--- src/rtl/kb_pkg.sv ---
// ============================================================================
// Module   : kb_pkg
// Brief    : Shared scan-code constants, FSM encodings and case helper for the
//            PS/2 keyboard code sequencer.
// Revision : 1.0 - initial release
// ============================================================================
`default_nettype none

package kb_pkg;

  localparam logic [7:0] SC_BREAK  = 8'hF0;
  localparam logic [7:0] SC_EXT    = 8'hE0;
  localparam logic [7:0] SC_LSHIFT = 8'h12;
  localparam logic [7:0] SC_RSHIFT = 8'h59;
  localparam logic [7:0] SC_CAPS   = 8'h58;
  localparam logic [7:0] SC_ENTER  = 8'h5A;
  localparam logic [7:0] ASCII_CR  = 8'h0D;
  localparam logic [7:0] CASE_OFS  = 8'h20;

  localparam logic [1:0] ST_IDLE    = 2'd0;
  localparam logic [1:0] ST_BRK     = 2'd1;
  localparam logic [1:0] ST_EXT     = 2'd2;
  localparam logic [1:0] ST_EXT_BRK = 2'd3;

  // Letters come out of the LUT uppercase; Shift and Caps Lock cancel each other.
  function automatic logic [7:0] apply_case(input logic [7:0] chr,
                                            input logic       shift,
                                            input logic       caps);
    if ((chr >= 8'h41) && (chr <= 8'h5A) && (shift == caps)) begin
      return chr + CASE_OFS;
    end
    return chr;
  endfunction

endpackage

`default_nettype wire

--- src/rtl/kb_scan_lut.sv ---
// ============================================================================
// Module   : kb_scan_lut
// Brief    : Combinational PS/2 set-2 make code to uppercase ASCII lookup;
//            unmapped codes return '*' (8'h2A).
// Revision : 1.0 - initial release
// ============================================================================
`default_nettype none

module kb_scan_lut (
  input  logic [7:0] scan_code_i,
  output logic [7:0] ascii_o
);

  always_comb begin
    ascii_o = 8'h2A;
    case (scan_code_i)
      8'h1C: ascii_o = 8'h41; 8'h32: ascii_o = 8'h42; 8'h21: ascii_o = 8'h43;
      8'h23: ascii_o = 8'h44; 8'h24: ascii_o = 8'h45; 8'h2B: ascii_o = 8'h46;
      8'h34: ascii_o = 8'h47; 8'h33: ascii_o = 8'h48; 8'h43: ascii_o = 8'h49;
      8'h3B: ascii_o = 8'h4A; 8'h42: ascii_o = 8'h4B; 8'h4B: ascii_o = 8'h4C;
      8'h3A: ascii_o = 8'h4D; 8'h31: ascii_o = 8'h4E; 8'h44: ascii_o = 8'h4F;
      8'h4D: ascii_o = 8'h50; 8'h15: ascii_o = 8'h51; 8'h2D: ascii_o = 8'h52;
      8'h1B: ascii_o = 8'h53; 8'h2C: ascii_o = 8'h54; 8'h3C: ascii_o = 8'h55;
      8'h2A: ascii_o = 8'h56; 8'h1D: ascii_o = 8'h57; 8'h22: ascii_o = 8'h58;
      8'h35: ascii_o = 8'h59; 8'h1A: ascii_o = 8'h5A;
      8'h45: ascii_o = 8'h30; 8'h16: ascii_o = 8'h31; 8'h1E: ascii_o = 8'h32;
      8'h26: ascii_o = 8'h33; 8'h25: ascii_o = 8'h34; 8'h2E: ascii_o = 8'h35;
      8'h36: ascii_o = 8'h36; 8'h3D: ascii_o = 8'h37; 8'h3E: ascii_o = 8'h38;
      8'h46: ascii_o = 8'h39;
      8'h29: ascii_o = 8'h20; 8'h5A: ascii_o = 8'h0D; 8'h66: ascii_o = 8'h08;
      8'h41: ascii_o = 8'h2C; 8'h49: ascii_o = 8'h2E; 8'h4A: ascii_o = 8'h2F;
      8'h4C: ascii_o = 8'h3B; 8'h52: ascii_o = 8'h27; 8'h4E: ascii_o = 8'h2D;
      8'h55: ascii_o = 8'h3D; 8'h54: ascii_o = 8'h5B; 8'h5B: ascii_o = 8'h5D;
      8'h5D: ascii_o = 8'h5C; 8'h0E: ascii_o = 8'h60;
      default: ascii_o = 8'h2A;
    endcase
  end

endmodule

`default_nettype wire

--- src/rtl/kb_code_sequencer.sv ---
// ============================================================================
// Module   : kb_code_sequencer
// Brief    : PS/2 scan-code stream to ASCII: F0/E0 prefix parsing, Shift and
//            Caps Lock tracking, one-entry valid/ready output slot.
//            Optional macro KB_REPEAT_FILTER_EN suppresses typematic repeats.
// Revision : 1.0 - initial release
// ============================================================================
`default_nettype none

module kb_code_sequencer
  import kb_pkg::*;
#(
  parameter int PREFIX_TIMEOUT = 2_500_000
) (
  input  logic       clk,
  input  logic       rst,
  input  logic [7:0] scan_data,
  input  logic       scan_valid,
  output logic [7:0] ascii_out,
  output logic       ascii_valid,
  input  logic       ascii_ready,
  output logic       caps_on,
  output logic       overflow,
  input  logic       ovf_clr
);

  localparam int TO_W = $clog2(PREFIX_TIMEOUT + 1);

  logic [1:0]      state_q, state_d;
  logic [TO_W-1:0] to_cnt_q, to_cnt_d;
  logic            lshift_q, lshift_d;
  logic            rshift_q, rshift_d;
  logic            caps_q, caps_d;
  logic [7:0]      ascii_q, ascii_d;
  logic            valid_q, valid_d;
  logic            ovf_q, ovf_d;
`ifdef KB_REPEAT_FILTER_EN
  logic [7:0]      last_make_q, last_make_d;
`endif

  logic [7:0]      w_lut_chr;
  logic            w_timeout;
  logic            w_emit;
  logic [7:0]      w_emit_chr;

  kb_scan_lut u_scan_lut (
    .scan_code_i (scan_data),
    .ascii_o     (w_lut_chr)
  );

  assign w_timeout = (state_q != ST_IDLE) && !scan_valid &&
                     (to_cnt_q == TO_W'(PREFIX_TIMEOUT - 1));

  always_ff @(posedge clk or posedge rst) begin
    if (rst) begin
      state_q <= ST_IDLE;
    end else begin
      state_q <= state_d;
    end
  end

  always_comb begin
    state_d = state_q;
    if (scan_valid) begin
      case (state_q)
        ST_IDLE: begin
          if (scan_data == SC_BREAK) begin
            state_d = ST_BRK;
          end else if (scan_data == SC_EXT) begin
            state_d = ST_EXT;
          end
        end
        ST_EXT:  state_d = (scan_data == SC_BREAK) ? ST_EXT_BRK : ST_IDLE;
        default: state_d = ST_IDLE;
      endcase
    end else if (w_timeout) begin
      state_d = ST_IDLE;
    end
  end

  always_comb begin
    lshift_d   = lshift_q;
    rshift_d   = rshift_q;
    caps_d     = caps_q;
    w_emit     = 1'b0;
    w_emit_chr = apply_case(w_lut_chr, lshift_q | rshift_q, caps_q);
`ifdef KB_REPEAT_FILTER_EN
    last_make_d = last_make_q;
`endif
    if (scan_valid) begin
      case (state_q)
        ST_IDLE: begin
          case (scan_data)
            SC_BREAK, SC_EXT: ;
            SC_LSHIFT: lshift_d = 1'b1;
            SC_RSHIFT: rshift_d = 1'b1;
            SC_CAPS:   caps_d   = ~caps_q;
            default: begin
`ifdef KB_REPEAT_FILTER_EN
              w_emit      = (scan_data != last_make_q);
              last_make_d = scan_data;
`else
              w_emit = 1'b1;
`endif
            end
          endcase
        end
        ST_BRK: begin
          if (scan_data == SC_LSHIFT) begin
            lshift_d = 1'b0;
          end else if (scan_data == SC_RSHIFT) begin
            rshift_d = 1'b0;
          end
`ifdef KB_REPEAT_FILTER_EN
          else if (scan_data == last_make_q) begin
            last_make_d = 8'h00;
          end
`endif
        end
        ST_EXT: begin
          if (scan_data == SC_ENTER) begin
            w_emit     = 1'b1;
            w_emit_chr = ASCII_CR;
          end
        end
        default: ;
      endcase
    end
  end

  always_comb begin
    to_cnt_d = to_cnt_q + TO_W'(1);
    if (scan_valid || (state_q == ST_IDLE) || w_timeout) begin
      to_cnt_d = '0;
    end
  end

  // A transfer frees the slot in the same cycle, so a simultaneous emit loads.
  always_comb begin
    ascii_d = ascii_q;
    valid_d = valid_q;
    ovf_d   = ovf_q;
    if (valid_q && ascii_ready) begin
      valid_d = 1'b0;
    end
    if (w_emit) begin
      if (valid_q && !ascii_ready) begin
        ovf_d = 1'b1;
      end else begin
        ascii_d = w_emit_chr;
        valid_d = 1'b1;
      end
    end
    if (ovf_clr) begin
      ovf_d = 1'b0;
    end
  end

  always_ff @(posedge clk or posedge rst) begin
    if (rst) begin
      to_cnt_q <= '0;
      lshift_q <= 1'b0;
      rshift_q <= 1'b0;
      caps_q   <= 1'b0;
      ascii_q  <= 8'h00;
      valid_q  <= 1'b0;
      ovf_q    <= 1'b0;
`ifdef KB_REPEAT_FILTER_EN
      last_make_q <= 8'h00;
`endif
    end else begin
      to_cnt_q <= to_cnt_d;
      lshift_q <= lshift_d;
      rshift_q <= rshift_d;
      caps_q   <= caps_d;
      ascii_q  <= ascii_d;
      valid_q  <= valid_d;
      ovf_q    <= ovf_d;
`ifdef KB_REPEAT_FILTER_EN
      last_make_q <= last_make_d;
`endif
    end
  end

  assign ascii_out   = ascii_q;
  assign ascii_valid = valid_q;
  assign caps_on     = caps_q;
  assign overflow    = ovf_q;

endmodule

`default_nettype wire

--- config.mk ---
export PLATFORM = sky130hd
export DESIGN_NAME = kb_code_sequencer
export DESIGN_NICKNAME = d
export VERILOG_FILES = /design/src/rtl/kb_pkg.sv /design/src/rtl/kb_scan_lut.sv /design/src/rtl/kb_code_sequencer.sv
export SDC_FILE = /design/constraint.sdc
export NUM_CORES = 1
export LEC_CHECK = 0
export CELL_PAD_IN_SITES_DETAIL_PLACEMENT = 0
export CELL_PAD_IN_SITES_GLOBAL_PLACEMENT = 1
export CORE_MARGIN = 5
export CORE_UTILIZATION = 35
export CTS_BUF_LIST = sky130_fd_sc_hd__clkbuf_2
export CTS_CLUSTER_SIZE = 10
export DETAILED_ROUTE_END_ITERATION = 8
export PLACE_DENSITY = 0.63
export SLEW_MARGIN = 30
export SYNTH_ARGS = -nofsm -noshare
export SYNTH_HDL_FRONTEND = slang
export SYNTH_SLANG_ARGS = --single-unit
--- constraint.sdc ---
create_clock -name clk -period 4.8 [get_ports clk]
set_input_delay 1.44 -clock clk [delete_from_list [all_inputs] [get_ports clk]]
set_output_delay 1.44 -clock clk [all_outputs]
set_load 0.005 [all_outputs]
# Word-level counts from Yosys, hierarchy flattened

Memory sizes are Yosys's and may differ from the RTL's.
Cells that the tools add are included.

Add/subtract/negate cells: 2
Magnitude comparators: 2
Equal/unequal tests: 16
Muxes and demuxes: 31
Bitwise logic cells: 3
Reduce and logical (&&, ||, !) cells: 23

Operators by type and width:

| cell                                                                              | number |
|---|---|
| 8-bit 2-to-1 mux                                                                  | 6 |
| 8-bit by 7-bit equality test with 1-bit output (second input constant)            | 3 |
| 22-bit by 1-bit adder with 22-bit output (second input constant)                  | 1 |
| 22-bit equality test (second input constant)                                      | 1 |
| 22-bit 2-to-1 mux                                                                 | 1 |
| 8-bit equality test (second input constant)                                       | 2 |
| 1-bit 2-to-1 mux                                                                  | 15 |
| 2-bit 2-to-1 mux                                                                  | 5 |
| 2-bit inequality test (second input constant)                                     | 5 |
| 2-bit nonzero test                                                                | 5 |
| 8-bit by 6-bit adder with 8-bit output (second input constant)                    | 1 |
| 8-bit by 5-bit equality test with 1-bit output (second input constant)            | 1 |
| 8-bit by 7-bit >= comparator with 1-bit output (second input constant)            | 1 |
| 8-bit by 7-bit less-or-equal comparator with 1-bit output (second input constant) | 1 |
| 1-bit logical AND                                                                 | 6 |
| 1-bit one-hot mux with 2 select lines                                             | 3 |
| 2-bit AND reduction                                                               | 3 |
| 5-bit AND reduction                                                               | 1 |
| 5-bit OR reduction                                                                | 1 |
| 4-bit inequality test (second input constant)                                     | 1 |
| 2-bit one-hot mux with 2 select lines                                             | 1 |
| 4-bit AND reduction                                                               | 1 |
| 3-bit AND reduction                                                               | 1 |
| 2-bit by 1-bit equality test with 1-bit output (second input constant)            | 1 |
| other kinds (7)                                                                   | 10 |

Bits in registers: 37
Bits in read-only memories: 896
Output and inout port bits: 11
Memories: 1

Memories:

| name            | words | width | read ports | clocked after Yosys merged registers in | wr ports | line              | source |
|---|---|---|---|---|---|---|---|
| (no name shown) | 128   | 7     | 1          | 0                                       | 0        | kb_scan_lut.sv:16 | `case (scan_code_i)` |

# Depth between registers and ports, before layout

Gate-level depths: netlist of the first run.
An unclocked memory read counts as a cell.

Word-level depth: 10
Gate-level depth with buffers: 13

# Cells and area by module

A second synthesis of the first run with hierarchy kept.

Cell total of the unflattened synthesis: 361
Area, all modules: 2984.1 sq um

Modules (own cells, without submodules):

| module            | times used | cells an instance | area each (sq um) | sequential area each (sq um) |
|---|---|---|---|---|
| kb_code_sequencer | 1          | 200               | 1991.9            | 925.9 |
| kb_scan_lut       | 1          | 161               | 992.2             | 0.0 |

# Worst setup path before layout of the first run

Ideal clock, no wire load.

Kind: input to register
From: in scan_data[1]
To: reg ascii_q[6] (netlist: ascii_out[6])
Data arrival time: 3.718 ns
Data required time: 4.664 ns
Setup slack: 0.946 ns
Stages on the path: 13
Path buffers: 2
Path through: buf_2 inv_1 ha_1 buf_2 and2b_1 a21oi_1 a2111oi_0 o31a_1 inv_1 ha_1 a211o_1 a311oi_1 a21oi_1

Longest elaborated chain between the ends: 10
Elaborated cells between the ends (all ways): 25

RTL lines:

| element                                                                                                                            | line                     | source |
|---|---|---|
| start: declaration                                                                                                                 | kb_code_sequencer.sv:17  | `input logic [7:0] scan_data,` |
| memory 128 x 7 bit                                                                                                                 | --                       |  |
| 8-bit 2-to-1 mux                                                                                                                   | kb_scan_lut.sv:16        |  |
| 8-bit by 7-bit >= comparator with 1-bit output / 8-bit by 7-bit less-or-equal comparator with 1-bit output (equally long branches) | kb_pkg.sv:29             | `if ((chr >= 8'h41) && (chr <= 8'h5A) && (shift == caps)) begin` |
| 1-bit logical AND (2 in a row)                                                                                                     | kb_pkg.sv:29             |  |
| 1-bit 2-to-1 mux                                                                                                                   | kb_pkg.sv:29             |  |
| 8-bit 2-to-1 mux                                                                                                                   | kb_pkg.sv:32             | `return chr;` |
| 8-bit 2-to-1 mux                                                                                                                   | kb_code_sequencer.sv:121 | `if (scan_data == SC_ENTER) begin` |
| 8-bit 2-to-1 mux                                                                                                                   | kb_code_sequencer.sv:91  | `case (state_q)` |
| 8-bit 2-to-1 mux                                                                                                                   | kb_code_sequencer.sv:90  | `if (scan_valid) begin` |
| end signal: assignment                                                                                                             | kb_code_sequencer.sv:176 | `ascii_q <= ascii_d;` |
| end: declaration                                                                                                                   | kb_code_sequencer.sv:34  | `logic [7:0] ascii_q, ascii_d;` |

Several ways; a longest one is shown, not always the timed one. The select of a mux whose other input is x is not followed.
A chain may end at the register's enable or synchronous reset.

# Final worst setup path of the first run

From: in scan_data[1]
To: reg ascii_q[7] (netlist: ascii_out[7])

The elaborated chain is that of the path after synthesis.

==> results.sh, run 1 <==
export IMPL_initial_core_util=0.360
export IMPL_crit_buf_inv=3
export IMPL_grt_max_degree=38
export IMPL_critPathTopFamily="compound AO/OA/AOI/OAI gates"
export IMPL_finalHoldViolCount=0
export IMPL_drt_iter0_markers=198
export IMPL_max_stage_delay_ns=0.48
export IMPL_tns_ns=0
export IMPL_synthToLayoutAreaGrowth_pct=12.9
export IMPL_insertedDiodeCount=0
export IMPL_die_area_mm2=0.0104
export IMPL_cts_root_buffer_cell="clkbuf_2"
export IMPL_cts_clk_slew_worst_paths_ns=0.18
export IMPL_r2r_start="state_q[0]"
export IMPL_layout_min_cycle_time_ns=4.09
export IMPL_postLayoutCellArea_mm2=0.00334
export IMPL_holdCritStartpoint="ascii_out[0]"
export IMPL_place_gp_congestion=0.907
export IMPL_cp_slowest_cell="clkdlybuf4s50_1"
export IMPL_ant_nets=0
export IMPL_clk_latency_ns=0.38
export IMPL_final_cells=480
export IMPL_worst_pin_slew_ns=0.512
export IMPL_timing_hold_ws_ns=0.507
export IMPL_synth_area_mm2=0.00295
export IMPL_endpoint_kind="register"
export IMPL_cts_resized=0
export IMPL_dp_cells=473
export IMPL_drt_wirelength_per_cell_um=16.2
export IMPL_final_util=0.406
export IMPL_via_count=2659
export IMPL_coreArea_mm2=0.00822
export IMPL_cts_hold_buffers=0
export IMPL_skew_ns=0.0223
export IMPL_finalCritPeriodShare=0.851
export IMPL_die_height_um=102
export IMPL_ir_drop_mv=0.0991
export IMPL_fmax_mhz=245
export IMPL_clock_sinks=37
export IMPL_worst_r2r_cell_count=7
export IMPL_arrival_ns=4.40
export IMPL_crit_type="primary input to register"
export IMPL_cts_made_buffers=5
export IMPL_drive_above_1_share=0.104
export IMPL_htreeDepth=2
export IMPL_drc=0
export IMPL_chipWidth_um=102
export IMPL_power_leakage_uw=0.00135
export IMPL_avgSynthCellArea_um2=8.51
export IMPL_dr_pass1_iters=4
export IMPL_rows=33
export IMPL_async_flop_share=1.00
export IMPL_hold_depth=1
export IMPL_r2r_end="ascii_out[5]"
export IMPL_postPlaceCellArea_mm2=0.00330
export IMPL_fin_nets=399
export IMPL_hp_class="register to register"
export IMPL_wl_um=7780
export IMPL_max_cap_violations=0
export IMPL_rsz0062_at_grt="false"
export IMPL_synth_seq_area_share=0.313
export IMPL_synth_warnings=0
export IMPL_post_cts_buffers=0
export IMPL_grt_ovfl_total=0
export IMPL_reg2reg_setup_slack_ns=2.72
export IMPL_power_density_mw_per_mm2=194
export IMPL_worst_path_max_fanout=9
export IMPL_holdPathEnd="ascii_out[0]"
export IMPL_crit_required_ns=5.12
export IMPL_synth_nets=371
export IMPL_first_global_vias=2567
export IMPL_port_buffers=23
export IMPL_routed_via_density=5.54
export IMPL_setup_viol=0
export IMPL_dpl_hpwl_um=5650
export IMPL_grtUsageTotal=0.160
export IMPL_io_pins=24
export IMPL_slew_viol_final=0
export IMPL_cts_tree="built"
export IMPL_slew_headroom=0.658
export IMPL_ys_ff_latch=37
export IMPL_synth_ff_type="dfrtp_1"
export IMPL_startpoint_type="primary input"
export IMPL_syn_inst=347
export IMPL_synth_distinct_cells=75
export IMPL_synth_edf_count=0
export IMPL_critical_path_cell_chain="clkdlybuf4s50_1, inv_1, ha_1, and2b_1, a21oi_1, a2111oi_0, o31a_1, inv_1, ha_1, a211o_1, a311oi_1, a22o_1"
export IMPL_outcome="finished, final reports clean"
export IMPL_cts_path_max_buffers=2
export IMPL_antenna_found_initial=0
export IMPL_grt_pass1_wl_um=13200
-- flip-flops by register name, indices dropped and copies added (netlist names) --
register and flops:
to_cnt_q 22, ascii_out 8, state_q 2, ascii_valid 1
caps_on 1, lshift_q 1, overflow 1, rshift_q 1
-- metal layers --
metal  global-route usage  vias up  routed length, um
met2                0.226       83               3240
met5                    0        -                  0
met4               0.0505        0                134
met1                0.243     1259               3940
met3               0.0321       10                470
li1                     -     1307                  -
-- where the power goes --
| group | switching, uW | internal, uW |
|---|---|---|
| combinational | 95.8 | 74.5 |
| clock | 111 | 36.7 |
| sequential | 6.63 | 323 |
-- worst max path at each step --
stage,endpoint,startpoint,depth (start not counted)
2_1_floorplan,ascii_out[6],scan_data[1],13
3_3_place_gp,ascii_out[7],scan_data[1],10
3_5_place_dp,ascii_out[6],scan_data[1],12
4_1_cts,ascii_out[7],scan_data[0],12
5_1_grt,ascii_out[7],scan_data[1],12
6_report,ascii_out[7],scan_data[1],12
-- per-stage QoR --
step / worst slack [ns] / total power [uW]
2_1_floorplan: 0.946 / 440
3_3_place_gp: 0.392 / 509
3_5_place_dp: 0.343 / 505
4_1_cts: 0.747 / 657
5_1_grt: 0.523 / 691
6_report: 0.713 / 648
-- layout by cell type, fill, tap and decap left out, types with 5 or more instances in the layout --
master           instances
nand2b_1                 7
dfrtp_1                 37
nand2_1                 32
nand4_1                  5
o21ai_1                  5
xor2_1                  10
clkdlybuf4s50_1         23
nor2b_1                  9
o21ai_0                 11
a31oi_1                  5
nor2_1                  48
buf_4                   14
inv_1                   15
xnor2_1                 12
clkbuf_2                 6
nor3_1                   9
nand3_1                 14
a21oi_1                 10
a211oi_1                 5
ha_1                    11
-- cells by family after synthesis --
family                   after synthesis  share of synthesized area
AND/OR/NAND/NOR                      157                      0.278
XOR/XNOR                              22                     0.0652
buffers and inverters                 33                     0.0635
AO/OA/AOI/OAI                         83                      0.219
multiplexers                           4                     0.0140
adder cells (fa/ha/maj)               11                     0.0466
flip-flops                            37                      0.313
-- cells in the mapped netlist, types with 9 or more instances --
master | number | area share
o21ai_0 | 12 | 0.020
nand2_1 | 32 | 0.041
dfrtp_1 | 37 | 0.31
inv_1 | 15 | 0.019
xor2_1 | 10 | 0.030
xnor2_1 | 12 | 0.036
nor2b_1 | 9 | 0.019
nor2_1 | 48 | 0.061
nor3_1 | 9 | 0.015
nand3_1 | 14 | 0.024
a21oi_1 | 10 | 0.017
ha_1 | 11 | 0.047
-- area by class of cell --
class	instances	area, um2
Timing Repair Buffer	37	335
Multi-Input combinational cell	277	1840
Clock buffer	6	30.0
Sequential cell	37	926
Clock inverter	1	8.76
Fill cell	857	4880
Tap cell	105	131
Inverter	17	63.8
(Power assumes the default switching activity.)
==> run 2, diff against run 1 <==
- clock period: 4.8 -> 5.1 ns (I/O delays scaled with it)
==> run 2 against run 1 <==
Effect of this change: worst setup slack better by 0.078 ns; first-iteration DRC count is 0.51% lower; sequential power is 6% lower; routed wire length is 1.3% higher; count of clock-buffer cells in the layout is 1 lower; worst hold slack worse by 0.0065 ns; non-clock buffer count is 2 lower; largest power group unchanged.
==> results.sh, run 2 (same netlist as run 1, synthesis figures left out) <==
export IMPL_worst_path_max_fanout=11
export IMPL_io_pins=24
export IMPL_crit_required_ns=5.43
export IMPL_final_common_cell="nor2_1"
export IMPL_slew_viol_final=0
export IMPL_die_area_mm2=0.0104
export IMPL_skew_ns=0.0244
export IMPL_dpl_hpwl_um=5810
export IMPL_hp_class="register to register"
export IMPL_worst_r2r_cell_count=7
export IMPL_dr_pass1_iters=5
export IMPL_tns_ns=0
export IMPL_grt_ovfl_total=0
export IMPL_r2r_start="state_q[0]"
export IMPL_clk_latency_ns=0.38
export IMPL_port_buffers=23
export IMPL_post_cts_buffers=0
export IMPL_initial_core_util=0.360
export IMPL_wl_um=7890
export IMPL_cts_root_buffer_cell="clkbuf_2"
export IMPL_holdCritStartpoint="to_cnt_q[0]"
export IMPL_finalCritPeriodShare=0.845
export IMPL_via_count=2646
export IMPL_antenna_found_initial=0
export IMPL_setup_viol=0
export IMPL_coreArea_mm2=0.00822
export IMPL_drive_above_1_share=0.0989
export IMPL_reg2reg_setup_slack_ns=3.06
export IMPL_rows=33
export IMPL_finalHoldViolCount=0
export IMPL_crit_type="primary input to register"
export IMPL_drt_wirelength_per_cell_um=16.5
export IMPL_first_global_vias=2539
export IMPL_drt_iter0_markers=197
export IMPL_timing_hold_ws_ns=0.500
export IMPL_power_total_uw=652
export IMPL_regMostFlops="to_cnt_q"
export IMPL_insertedDiodeCount=0
export IMPL_power_density_mw_per_mm2=195
export IMPL_arrival_ns=4.63
export IMPL_multi_input_area_mm2=0.00184
export IMPL_fin_nets=397
export IMPL_largest_register_ffs=22
export IMPL_power_leakage_uw=0.00135
export IMPL_hold_depth=1
export IMPL_cts_hold_buffers=0
export IMPL_endpoint_kind="register"
export IMPL_ir_drop_mv=0.173
export IMPL_layout_common_cells="48 x nor2_1, 37 x dfrtp_1, 32 x nand2_1, 23 x clkdlybuf4s50_1, 15 x inv_1"
export IMPL_routed_via_density=5.52
export IMPL_die_height_um=102
export IMPL_grt_max_degree=38
export IMPL_cts_clk_slew_worst_paths_ns=0.20
export IMPL_r2r_end="ascii_out[5]"
export IMPL_grt_pass1_wl_um=13200
export IMPL_postPlaceCellArea_mm2=0.00328
export IMPL_place_gp_congestion=0.870
export IMPL_slew_headroom=0.589
export IMPL_rsz0062_at_grt="false"
export IMPL_clock_sinks=37
export IMPL_layout_min_cycle_time_ns=4.31
export IMPL_cts_made_buffers=5
export IMPL_fmax_mhz=232
export IMPL_holdPathEnd="to_cnt_q[0]"
export IMPL_grtUsageTotal=0.159
export IMPL_startpoint_type="primary input"
export IMPL_chipWidth_um=102
export IMPL_ant_nets=0
export IMPL_worst_pin_slew_ns=0.615
export IMPL_postLayoutCellArea_mm2=0.00335
export IMPL_cts_resized=0
export IMPL_num_fill_cells=837
export IMPL_drc=0
export IMPL_max_cap_violations=0
export IMPL_seqCellArea_um2=926
export IMPL_cts_path_max_buffers=2
export IMPL_synthToLayoutAreaGrowth_pct=13.3
export IMPL_cts_tree="built"
export IMPL_outcome="finished, final reports clean"
export IMPL_htreeDepth=2
[run 2: routing by layer]
metal,vias to the layer above,global-route usage,part of all wire
li1,1299,-,-
met1,1256,0.243,0.51
met2,83,0.233,0.42
met3,8,0.0273,0.057
met4,0,0.0404,0.0089
met5,-,0,0
[run 2: critical path, stage by stage]
cell and delay, ns:
clkdlybuf4s50_1 0.71, buf_4 0.26, mux2i_1 0.45, and3_1 0.22, a21oi_1 0.04, a31oi_1 0.39, nand4_1 0.16, a211o_1 0.35
a311oi_1 0.32, a22o_1 0.19
[run 2: final cells by class]
cell class	instances	area share
multi-input cells	277	0.550
inverters	17	0.0191
flip-flops and latches	37	0.277
repair buffers	35	0.0957
clock inverters	3	0.0123
well taps	105	0.0392
clock buffers	5	0.00747
[run 2: where the power goes]
group          leakage [uW]  internal [uW]  switching (uW)
combinational      0.000811           69.2            91.7
clock             0.0000366           81.2            99.4
sequential         0.000501            304            6.27
total               0.00135            455             197
[run 2: how the worst max path moves through the flow]
stage                     cells past startpoint          from            to
after floorplan                              13  scan_data[1]  ascii_out[6]
after global placement                       10  scan_data[2]  ascii_out[6]
after detailed placement                     10  scan_data[2]  ascii_out[7]
after CTS                                    10  scan_data[2]  ascii_out[7]
after global routing                         10  scan_data[2]  ascii_out[7]
final                                        10  scan_data[2]  ascii_out[7]
[run 2: through the flow]
stage          instances  worst slack [ns]  utilization
2_1_floorplan        347              1.16            -
3_3_place_gp         471             0.417        0.399
3_5_place_dp         471             0.472        0.399
4_1_cts              479             0.899        0.407
5_1_grt              479             0.646        0.407
6_report             479             0.791        0.407
